## src/rtl/rf_write_sched.sv

```systemverilog
// rf_write_sched: arbitrates N register-file write requesters and runs a full-file clear sweep.
// Optional feature: define RF_SCHED_RR_EN for rotating priority; the default build uses fixed priority (requester 0 highest).
module rf_write_sched #(
    parameter int W = 8,
    parameter int D = 3,
    parameter int N = 3
) (
    input  logic           Clk,
    input  logic           Reset,
    input  logic [N-1:0]   req,
    input  logic [N*D-1:0] req_addr,
    input  logic [N*W-1:0] req_data,
    output logic [N-1:0]   gnt,
    input  logic           clr_start,
    output logic           busy,
    output logic           clr_done,
    output logic           WriteEn,
    output logic [D-1:0]   Waddr,
    output logic [W-1:0]   DataIn
);
    localparam int PW = N > 1 ? $clog2(N) : 1;
    localparam logic [D-1:0] LAST = '1;
    typedef enum logic {IDLE, CLR} state_t;
    state_t state, state_n;
    logic [D-1:0] cnt;
    logic [PW-1:0] sel, idx;
    logic hit;
`ifdef RF_SCHED_RR_EN
    logic [PW-1:0] ptr;
`endif
    assign busy = (state == CLR);
    // Pick the highest-priority active requester; scanning from lowest priority up lets the last hit win.
    always_comb begin
        sel = '0;
        idx = '0;
        hit = 1'b0;
        for (int k = N - 1; k >= 0; k--) begin
`ifdef RF_SCHED_RR_EN
            idx = PW'((int'(ptr) + k) % N);
`else
            idx = PW'(k);
`endif
            if (req[idx]) begin
                sel = idx;
                hit = 1'b1;
            end
        end
        gnt = (Reset && state == IDLE && !clr_start && hit) ? N'(1) << sel : '0;
    end
    // Next-state: clear request takes priority in IDLE; sweep ends on its last address.
    always_comb begin
        state_n = state;
        if (state == IDLE && clr_start)
            state_n = CLR;
        else if (state == CLR && cnt == LAST)
            state_n = IDLE;
    end
    // State, sweep counter, priority pointer and the registered write port.
    always_ff @(posedge Clk) begin
        if (!Reset) begin
            state    <= IDLE;
            cnt      <= '0;
            WriteEn  <= 1'b0;
            Waddr    <= '0;
            DataIn   <= '0;
            clr_done <= 1'b0;
`ifdef RF_SCHED_RR_EN
            ptr      <= '0;
`endif
        end else begin
            state    <= state_n;
            WriteEn  <= (state == CLR) || (|gnt);
            clr_done <= (state == CLR) && (cnt == LAST);
            if (state == CLR) begin
                Waddr  <= cnt;
                DataIn <= '0;
                cnt    <= cnt + 1'b1;
            end else if (|gnt) begin
                Waddr  <= req_addr[sel*D +: D];
                DataIn <= req_data[sel*W +: W];
`ifdef RF_SCHED_RR_EN
                ptr    <= (sel == PW'(N - 1)) ? '0 : sel + 1'b1;
`endif
            end
        end
    end
endmodule

```

## config.mk

```make
export PLATFORM = sky130hd
export DESIGN_NAME = rf_write_sched
export DESIGN_NICKNAME = d
export VERILOG_FILES = /design/src/rtl/rf_write_sched.sv
export SDC_FILE = /design/constraint.sdc
export NUM_CORES = 1
export LEC_CHECK = 0
export BUFFER_PORTS_ARGS = -buffer_cell sky130_fd_sc_hd__buf_2
export CAP_MARGIN = 10
export CORE_ASPECT_RATIO = 1.1
export CORE_MARGIN = 2
export CORE_UTILIZATION = 44
export CTS_BUF_LIST = sky130_fd_sc_hd__clkbuf_4 sky130_fd_sc_hd__clkbuf_8 sky130_fd_sc_hd__clkbuf_16
export DETAILED_ROUTE_END_ITERATION = 8
export PLACE_DENSITY = 0.89
export SETUP_SLACK_MARGIN = 0.5
export SLEW_MARGIN = 20
export SYNTH_ARGS = -nofsm -noshare
export SYNTH_HDL_FRONTEND = slang
export SYNTH_SLANG_ARGS = --single-unit
```

## constraint.sdc

```tcl
create_clock -name Clk -period 1.36 [get_ports Clk]
set_clock_uncertainty 0.05 [all_clocks]
set_input_delay 0.068 -clock Clk [delete_from_list [all_inputs] [get_ports Clk]]
set_output_delay 0.068 -clock Clk [all_outputs]
set_load 0.005 [all_outputs]
```

Word-level counts from Yosys, hierarchy flattened
Cells that the tools add are included.
{ "word_totals": {"register_bits": 17, "out_inout_bits": 17, "wordCells": 36} }
{ "op_classes": {"add_sub_neg": 1, "multipliers": 1, "eq_ne": 1, "n_shift": 3, "n_mux": 11, "n_bitwise": 2, "reduce_logical": 11} }
{ "ops": {"columns": ["operator", "count"], "rows": [
  ["24-bit by 6-bit indexed part select with 8-bit output", 1],
  ["3-bit two-way mux", 3],
  ["9-bit by 5-bit indexed part select with 3-bit output", 1],
  ["2-bit two-way mux", 3],
  ["1-bit logical AND", 5],
  ["1-bit two-way mux", 5],
  ["2-bit by 2-bit multiplier with 4-bit output, second input constant", 1],
  ["2-bit nonzero test", 2],
  ["3-bit by 1-bit adder with 3-bit output, second input constant", 1],
  ["3-bit == test, second input constant", 1],
  ["3-bit OR reduction", 1],
  ["1-bit by 2-bit << shifter with 3-bit output, first input constant", 1],
  ["1-bit NOT", 2],
  ["2-bit OR reduction", 1],
  ["1-bit zero test", 1],
  ["1-bit logical OR", 1]
]} }

Depth between registers and ports, before layout
Gate-level depths: netlist (run 1).
{ "depth": {"ltp_word": 8, "depth_mapped": 5, "ltp_nobuf": 4} }

Worst setup path after synthesis (run 1)
OpenSTA, ideal clock, no wires.
{ "synth_timing": {"path_kind": "reg-to-reg", "start": "register state, in the netlist busy", "end": "register Waddr[0]", "setup_time_ns": 0.122, "arrival_time_ns": 1.078, "t_required_ns": 1.188, "slack_ns": 0.111, "path_stages_with_launch": 5, "path_buffers": 1, "path_cell_list": "dfxtp_1 > nor3b_2 > nand2_2 > buf_6 > o311a_1"} }
{ "synth_via": {"elab_chain_cells": 7, "elab_cells_between_ends": 8, "classes_between": "2 x mux; 1 x bitwise; 5 x reduce/logical"} }
{ "synth_rtl": {"columns": ["element", "line", "rtl"], "rows": [
  ["start: declaration", "24", "state_t state, state_n;"],
  ["start signal: assignment", "71", "state <= state_n;"],
  ["1-bit NOT", "48", "gnt = (Reset && state == IDLE && !clr_start && hit) ? N'(1) << sel : '0;"],
  ["1-bit logical AND (3 in a row)", "48", null],
  ["3-bit two-way mux", "48", null],
  ["3-bit OR reduction", "78", "end else if (|gnt) begin"],
  ["2-bit nonzero test (no source line)", null, null],
  ["end signal: assignment", "75", "Waddr <= cnt;"],
  ["end signal: assignment", "79", "Waddr <= req_addr[sel*D +: D];"],
  ["end: declaration", "18", "output logic [D-1:0] Waddr,"]
]} }
Several ways; a longest one is shown, not always the timed one.
A chain may end at the register's enable or synchronous reset.

Worst setup path in the final report (run 1)
{ "layout_timing": {"start": "register state, in the netlist busy", "end": "output gnt[2]"} }
{ "layout_via": {"elab_chain_cells": 5} }
{ "layout_rtl": {"columns": ["element", "line", "rtl"], "rows": [
  ["1-bit NOT", "48", null],
  ["1-bit logical AND (3 in a row)", "48", null],
  ["3-bit two-way mux", "48", null],
  ["end: declaration", "13", "output logic [N-1:0] gnt,"]
]} }
No other way between the ends.

==> results.cfg, run 1 <==
[worst_hold_path]
hold_depth = 2
whs_endpoint = Waddr[2]$_SDFFE_PN0P_
worstHoldStart = Reset
hp-class = input port to register

[sta]
tns_ps = -967
min_period_ps = 1510
layout_setup_ws_ps = -150
rsz0062_at_grt = true
hold_violations = 0
hold_slack_ps = 41.6
timing.slew.headroom = 0.707
max_freq_mhz = 662
worst_slew_pin_slew_ps = 437
setup-violations-final = 13
slew_violations = 0
post-route-period-util = 1.11

[worst_setup_path]
rrSetupSlack_ps = -70
worst_r2r_startpoint = busy$_SDFFE_PN0P_
arrival_ps = 1390
r2r_end = Waddr[1]$_SDFFE_PN0P_
ff2ff_path_depth = 5
end_kind = output port
cp_max_fo = 3
critical_path_class = register to output port
cp_data_required_time_ps = 1240
worst_setup_path_start_kind = register

[placement]
place_area_mm2 = 0.00140
place.gp.congestion = 0.783
io_buffer_count = 55
dp_hpwl_mm = 2.15

[clock_tree]
numCtsBuffers = 3
clock-sinks = 17
cts-root-buf = clkbuf_4
cts_max_level = 1
clockBufferDepth = 2
path_clk_slew_ps = 100
postCtsHoldBufs = 0
worstSkewPairLatency_ps = 300
cts_tree = yes

[floorplanning]
core_mm2 = 0.00230
num_rows = 18
pin_count = 56
fp.dieArea_mm2 = 0.00288
dieWidth_um = 51.3
start_util = 0.472
die_h_um = 56.0

[synthesis]
synth_common_cells = 17 x dfxtp_1, 12 x a21oi_1, 9 x or3b_1
synth_top_family_by_area = simple AND/OR/NAND/NOR gates
yosysMostFrequentCell = dfxtp_1
synthFlopType = dfxtp_1
muxShareOfSynthArea = 0.0462
netlist_top_cells_area = dfxtp_1 31%, or3b_1 7.3%, o32ai_1 6.5%
ys_seq_elements = 17
syn_avg_cell_area_um2 = 8.81
yosys.area_share.simple = 0.261
synthArstFlopShare = 0
syn-cell-area_mm2 = 0.00108
syn_inst = 123
synthAdderAreaFrac = 0.0231
synth_cell_type_count = 34
synth_edf_count = 0
synth_compound_area_frac = 0.248
yosysTopAreaCell = dfxtp_1
yosys_warnings = 0
synth_xor_area_frac = 0.00808
syn_nets = 164
synth_top_area_share = 0.314
synth-seq-area-share = 0.314

[global_route]
first_global_vias = 1120
grt_max_degree = 26
antenna_found_initial = 0
grt_usage = 0.235
grt_overflow = 0
grt_pass1_wl_mm = 5.12

[power]
p_leak_nw = 0.758
peakVddDrop_v = 0.000625
power_density_mw_per_mm2 = 709

[layout]
finalCoreUtilization = 0.750
nNetsFinal = 231
diodes = 0
drive_gt1_frac = 0.640
postLayoutCellArea_mm2 = 0.00172
area_growth_pct = 59.0

[routing]
drt-vias-per-instance = 5.42
drc = 0
drtAntennaViolNets = 0
num_vias = 1188
totalWireLength_mm = 3.27
drt_first_pass_iters = 4
wl_per_cell_um = 14.9
drt_iter0_drc = 31

[job]
cap_violations = 0

[status]
status = finished with violations
violations = setup timing
## final cells by class
cell class / instances / area, um^2
multi-input combinational: 87 / 801
inverter: 9 / 33.8
clock inverter: 1 / 5.00
fill: 174 / 574
tap: 30 / 37.5
timing repair buffer: 72 / 463
clock buffer: 3 / 22.5
sequential: 17 / 360
## worst max-delay path, stage by stage (launching register included)
cell	delay, ps
dfxtp_4	350
or3b_4	410
nor4b_4	200
buf_2	140
## state kept, by name (all words and copies together) (netlist names)
name and count:
busy 1, WriteEn 1, Waddr 3, clr_done 1, DataIn 8, cnt 3
## repair_timing
item                       4_1_cts  5_1_grt
setup endpoints to repair       30       32
resized for setup               34        9
buffers inserted                 8        5
pin swaps                       13        4
## kinds of logic (layout without fill, tap and decap cells)
family / after synthesis / count (layout)
AND/OR/NAND/NOR: 40 / 40
AO/OA/AOI/OAI: 39 / 39
buffers and inverters: 19 / 85
flip-flops: 17 / 17
multiplexers: 5 / 5
adder cells (fa/ha/maj): 2 / 2
XOR/XNOR: 1 / 1
## worst max-delay path by stage
stage / startpoint / to / slack (ps) / depth (start not counted)
after floorplan: busy$_SDFFE_PN0P_ / Waddr[0]$_SDFFE_PN0P_ / 200 / 4
after global placement: req[0] / DataIn[2]$_SDFFE_PP0P_ / 140 / 4
after detailed placement: req[0] / DataIn[6]$_SDFFE_PP0P_ / 80 / 4
after CTS: busy$_SDFFE_PN0P_ / gnt[2] / -180 / 3
after global routing: busy$_SDFFE_PN0P_ / gnt[2] / -210 / 3
final: busy$_SDFFE_PN0P_ / gnt[2] / -150 / 3
## cell usage in the layout (no fill, tap or decap), types with 2 or more instances in the layout
cell type and instances:
o311a_1 3, a22o_1 2, clkbuf_4 3, nor2_2 2, nand2_1 2, nor2b_1 4
buf_2 52, ha_4 2, o22ai_1 8, dfxtp_1 3, o32ai_2 6, mux2i_1 5
nand2b_1 2, dfxtp_2 13, inv_1 8, nand3b_1 3, or2_2 8, o21ai_1 3
buf_6 12, a21oi_1 11, or3b_1 8, o32ai_4 2, buf_4 7
## power breakdown
part           switching (mW)  total (mW)  internal [mW]  leakage [nW]
clock                   0.161       0.271          0.110        0.0177
combinational           0.183       0.399          0.217         0.595
sequential             0.0196       0.552          0.533         0.145
## per-layer routing
metal / track usage / vias to the layer above / wire length, um
li1: - / 582 / -
met3: 0.0349 / 6 / 223
met1: 0.266 / 543 / 1290
met5: 0 / - / 0
met2: 0.427 / 57 / 1690
met4: 0.102 / 0 / 69
## stage by stage
| step | instances | total power [mW] | setup WS, ps |
|---|---|---|---|
| 5_1_grt | 219 | 1.29 | -210 |
| 4_1_cts | 214 | 1.19 | -180 |
| 2_1_floorplan | 123 | 0.740 | 197 |
| 6_report | 219 | 1.22 | -150 |
| 3_3_place_gp | 202 | 0.836 | 142 |
| 3_5_place_dp | 202 | 0.848 | 81.3 |
Power figures use the tool's default switching activity.
==> run 2, diff against run 1 <==
clock period = 1.45 ns   (was 1.36 ns; I/O delays follow)
==> run 2 against run 1 <==
Effect of this change: total power down 4.9%; first-iteration DRC count shrank 26%; global-route usage down 0.25 points; die area unchanged; setup slack improved by 83 ps; count of clock-buffer cells in the layout grew 1; register-to-register slack gained 80 ps; the flow still finishes with violations (setup timing); largest cell class unchanged; critical path depth did not move; hold slack better by 14 ps.
==> results.cfg, run 2 (synthesis gave the netlist of run 1 again) <==
[placement]
place_area_mm2 = 0.00139
dp_cells = 200
io_buffer_count = 55
dp_hpwl_mm = 2.12
place.gp.congestion = 0.745
dpl_worst_slack_ps = 121

[layout]
largest_reg_flops = 8
final_common_cell = buf_2
diodes = 0
nNetsFinal = 229
mostFrequentLayoutCells = 54 x buf_2, 14 x dfxtp_1, 11 x a21oi_1
drive_gt1_frac = 0.578
largest_register = DataIn
finalCoreUtilization = 0.730
fin_cells = 217
fill_cells = 176
postLayoutCellArea_mm2 = 0.00168
reg_top3 = DataIn (8), Waddr (3), cnt (3)
area_growth_pct = 54.7

[worst_hold_path]
hp-class = input port to register

[sta]
rsz0062_at_grt = true
timing.slew.headroom = 0.605
post-route-period-util = 1.05
min_period_ps = 1520
layout_setup_ws_ps = -67.2
hold_violations = 0
slew_violations = 0
hold_slack_ps = 55.6
setup-violations-final = 3
worst_slew_pin_slew_ps = 592
max_freq_mhz = 659

[power]
power_density_mw_per_mm2 = 693
p_comb_frac = 0.314
p_sw_frac = 0.296
intPower_uw = 818
pwr-share-clk = 0.243
p_switching_uw = 344
seqPwrFrac = 0.443
peakVddDrop_v = 0.000443
p_leak_nw = 0.738

[worst_setup_path]
cp_max_fo = 4
arrival_ps = 1390
critical_path_class = register to output port
worst_setup_path_start_kind = register
cp_data_required_time_ps = 1330
rrSetupSlack_ps = 10
end_kind = output port

[clock_tree]
cts-root-buf = clkbuf_4
numCtsBuffers = 3
clockBufferDepth = 2
clock-sinks = 17
path_clk_slew_ps = 100
cts_tree = yes
worstSkewPairLatency_ps = 300
cts_max_level = 1

[routing]
drc = 0
totalWireLength_mm = 3.25
wl_per_cell_um = 15.0
num_vias = 1212
drtAntennaViolNets = 0
drt-vias-per-instance = 5.59
drt_iter0_drc = 23
drt_first_pass_iters = 4

[floorplanning]
fp.dieArea_mm2 = 0.00288
num_rows = 18
die_h_um = 56.0
pin_count = 56
dieWidth_um = 51.3
core_mm2 = 0.00230
start_util = 0.472

[global_route]
grt_pass1_wl_mm = 5.27
grt_max_degree = 26
antenna_found_initial = 0
grt_overflow = 0
first_global_vias = 1185
grt_usage = 0.233

[status]
violations = setup timing
status = finished with violations

[job]
cap_violations = 0
run 2: cell types whose count changed in the layout (fill, tap and decap cells not counted), moves of 2 or more:
cell,before,now
buf_6,12,6
buf_2,52,54
dfxtp_1,3,14
dfxtp_2,13,3
o21ai_2,0,2
run 2: power groups by stage:
| stage | clock, mW | sequential (mW) | combinational [mW] |
|---|---|---|---|
| floorplan | 0 | 0.528 | 0.166 |
| global placement | 0 | 0.526 | 0.256 |
| detailed placement | 0 | 0.527 | 0.265 |
| CTS | 0.279 | 0.515 | 0.333 |
| global route | 0.303 | 0.520 | 0.393 |
| finish | 0.282 | 0.515 | 0.365 |
run 2: what timing repair did:
item                                    4_1_cts  5_1_grt
hold buffers                                  0        0
pin swaps                                    13        5
endpoints found under the setup margin       20       21
gates cloned                                  2        0
buffers inserted                              6        5
gates resized for setup                      16       10
run 2: area by class of cell:
class,count,area [um^2],area share
timing repair buffer,69,433,0.258
tap,30,37.5,0.0224
sequential,17,344,0.205
inverter,9,33.8,0.0201
multi-input combinational,88,798,0.476
clock buffer,4,30.0,0.0179
run 2: path summary, 6_finish.rpt:
check                              start                endpoint  cells after the start
hold / removal                     Reset   Waddr[0]$_SDFFE_PN0P_                      2
setup / recovery       busy$_SDFFE_PN0P_                  gnt[2]                      3
hold reg to reg   DataIn[1]$_SDFFE_PP0P_  DataIn[1]$_SDFFE_PP0P_                      2
setup reg to reg       busy$_SDFFE_PN0P_   Waddr[1]$_SDFFE_PN0P_                      5
run 2: worst max-delay path, cell delays in order, from the launching register on:
cell and delay [ps]:
dfxtp_2 340, or3b_4 410, nor4b_4 210, buf_2 140
run 2: through the flow:
stage | total power, mW | setup TNS [ps]
after floorplan | 0.694 | 0
after global placement | 0.781 | 0
after detailed placement | 0.792 | 0
after CTS | 1.13 | -114
after global routing | 1.22 | -349
final | 1.16 | -183
run 2: per-layer routing:
metal | global-route usage | up-vias | part of all wire
li1 | - | 577 | -
met1 | 0.283 | 564 | 0.40
met2 | 0.384 | 65 | 0.50
met3 | 0.0618 | 6 | 0.084
met4 | 0.0940 | 0 | 0.013
met5 | 0 | - | 0
==> run 3, diff against run 2 <==
CORE_MARGIN = 3   (was 2)
clock period = 1.5 ns   (was 1.45 ns; I/O delays follow)
==> run 3 against run 2 <==
Effect of this change: the run still ends with setup timing left; count of clock-buffer cells in the layout unchanged; critical path depth unchanged; sequential share of layout area increased by 0.57 points; register-to-register slack improved by 70 ps; hold slack got worse by 8.8 ps; sequential cell count unchanged; total power decreased by 4.9%; cell area decreased by 2.7%; combinational power decreased by 7.1%; global-route usage decreased by 1.8 points; sequential power decreased by 3%; via count decreased by 3.8%; largest cell class unchanged; largest power group unchanged.
==> results.cfg, run 3 (synthesis gave the netlist of run 1 again) <==
[sta]
hold_violations = 0
post-route-period-util = 1.01
tns_ps = -21.5
rsz0062_at_grt = true
min_period_ps = 1510
layout_setup_ws_ps = -15.0
timing.slew.headroom = 0.579
worst_slew_pin_slew_ps = 632
hold_slack_ps = 46.8
slew_violations = 0
setup-violations-final = 2
max_freq_mhz = 660

[worst_setup_path]
arrival_ps = 1390
ff2ff_path_depth = 5
cp_data_required_time_ps = 1370
path_cells = or3b_4, nor4b_4, buf_2
end_kind = output port
worst_r2r_startpoint = busy$_SDFFE_PN0P_
critical_path_class = register to output port
cp_slowest_cell = or3b_4
r2r_end = Waddr[0]$_SDFFE_PN0P_
cp_max_fo = 4
worst_setup_path_start_kind = register
rrSetupSlack_ps = 80
max_stage_delay_ps = 410

[power]
peakVddDrop_v = 0.000557
p_leak_nw = 0.717
power_density_mw_per_mm2 = 678

[clock_tree]
cts-root-buf = clkbuf_4
clock-sinks = 17
numCtsBuffers = 3
clockBufferDepth = 2
worstSkewPairLatency_ps = 300
path_clk_slew_ps = 100
cts_max_level = 1
cts_tree = yes

[floorplanning]
core_mm2 = 0.00230
fp.dieArea_mm2 = 0.00309
pin_count = 56
die_h_um = 58.0
start_util = 0.472
num_rows = 18
dieWidth_um = 53.3

[status]
status = finished with violations
violations = setup timing

[global_route]
grt_usage = 0.215
grt_pass1_wl_mm = 4.92
first_global_vias = 1068
grt_overflow = 0
antenna_found_initial = 0
grt_max_degree = 26

[routing]
drtAntennaViolNets = 0
num_vias = 1166
drc = 0
totalWireLength_mm = 3.21
drt_first_pass_iters = 4
drt_iter0_drc = 32
drt-vias-per-instance = 5.50
wl_per_cell_um = 15.1

[worst_hold_path]
hp-class = input port to register
whs_endpoint = Waddr[2]$_SDFFE_PN0P_
worstHoldStart = Reset
hold_depth = 2

[placement]
dp_hpwl_mm = 2.16
place_area_mm2 = 0.00138
place.gp.congestion = 0.747
dp_cells = 199
dpl_worst_slack_ps = 233
io_buffer_count = 55

[job]
cap_violations = 0

[layout]
drive_gt1_frac = 0.566
area_growth_pct = 50.6
final_common_cell = buf_2
largest_reg_flops = 8
largest_register = DataIn
fin_cells = 212
diodes = 0
reg_top3 = DataIn (8), Waddr (3), cnt (3)
postLayoutCellArea_mm2 = 0.00163
mostFrequentLayoutCells = 55 x buf_2, 14 x dfxtp_1, 11 x a21oi_1
nNetsFinal = 224
fill_cells = 184
## run 3: changes by cell type in the layout (fill, tap and decap cells not counted), sizes merged
cell	delta
bufbuf	+1
buf	-6
## run 3: critical path: cells and delay by family (launching register included)
kind	cells	cell delay, ps
buf+inv	1	150
flops	1	330
simple gates	2	620
## run 3: how the worst max path moves through the flow
stage	cells after the start	start	to
6_report	3	busy$_SDFFE_PN0P_	gnt[2]
5_1_grt	3	busy$_SDFFE_PN0P_	gnt[2]
4_1_cts	3	busy$_SDFFE_PN0P_	gnt[2]
3_5_place_dp	4	req[2]	Waddr[2]$_SDFFE_PN0P_
3_3_place_gp	4	req[1]	Waddr[2]$_SDFFE_PN0P_
2_1_floorplan	4	busy$_SDFFE_PN0P_	Waddr[0]$_SDFFE_PN0P_
## run 3: repair_timing
action	in CTS	in global routing
cloned	2	0
setup buffers	3	4
gates resized for setup	15	8
pin swaps	14	1
hold buffers	0	0
endpoints found under the setup margin	16	21
hold endpoints to repair	0	0
## run 3: stage by stage
stage / power, mW / utilization
2_1_floorplan: 0.669 / -
3_3_place_gp: 0.752 / 0.599
3_5_place_dp: 0.762 / 0.599
4_1_cts: 1.08 / 0.675
5_1_grt: 1.17 / 0.710
6_report: 1.11 / 0.710
## run 3: final cells by class
cell class / instances / area, um^2 / share of cell area
multi-input combinational: 88 / 807 / 0.495
timing repair buffer: 64 / 379 / 0.232
sequential: 17 / 344 / 0.211
tap: 30 / 37.5 / 0.0230
inverter: 9 / 33.8 / 0.0207
clock buffer: 4 / 30.0 / 0.0184
## run 3: routing by layer
layer	up-vias	wire length [um]	track usage
met1	541	1340	0.271
met3	5	250	0.0308
met2	50	1560	0.356
li1	570	-	-
met5	-	0	0
met4	0	49	0.0985
## run 3: where the power goes
| group | internal, mW | switching [mW] | leakage, nW |
|---|---|---|---|
| clock | 0.122 | 0.148 | 0.0184 |
| combinational | 0.178 | 0.160 | 0.558 |
| sequential | 0.480 | 0.0171 | 0.140 |
| total | 0.780 | 0.326 | 0.717 |
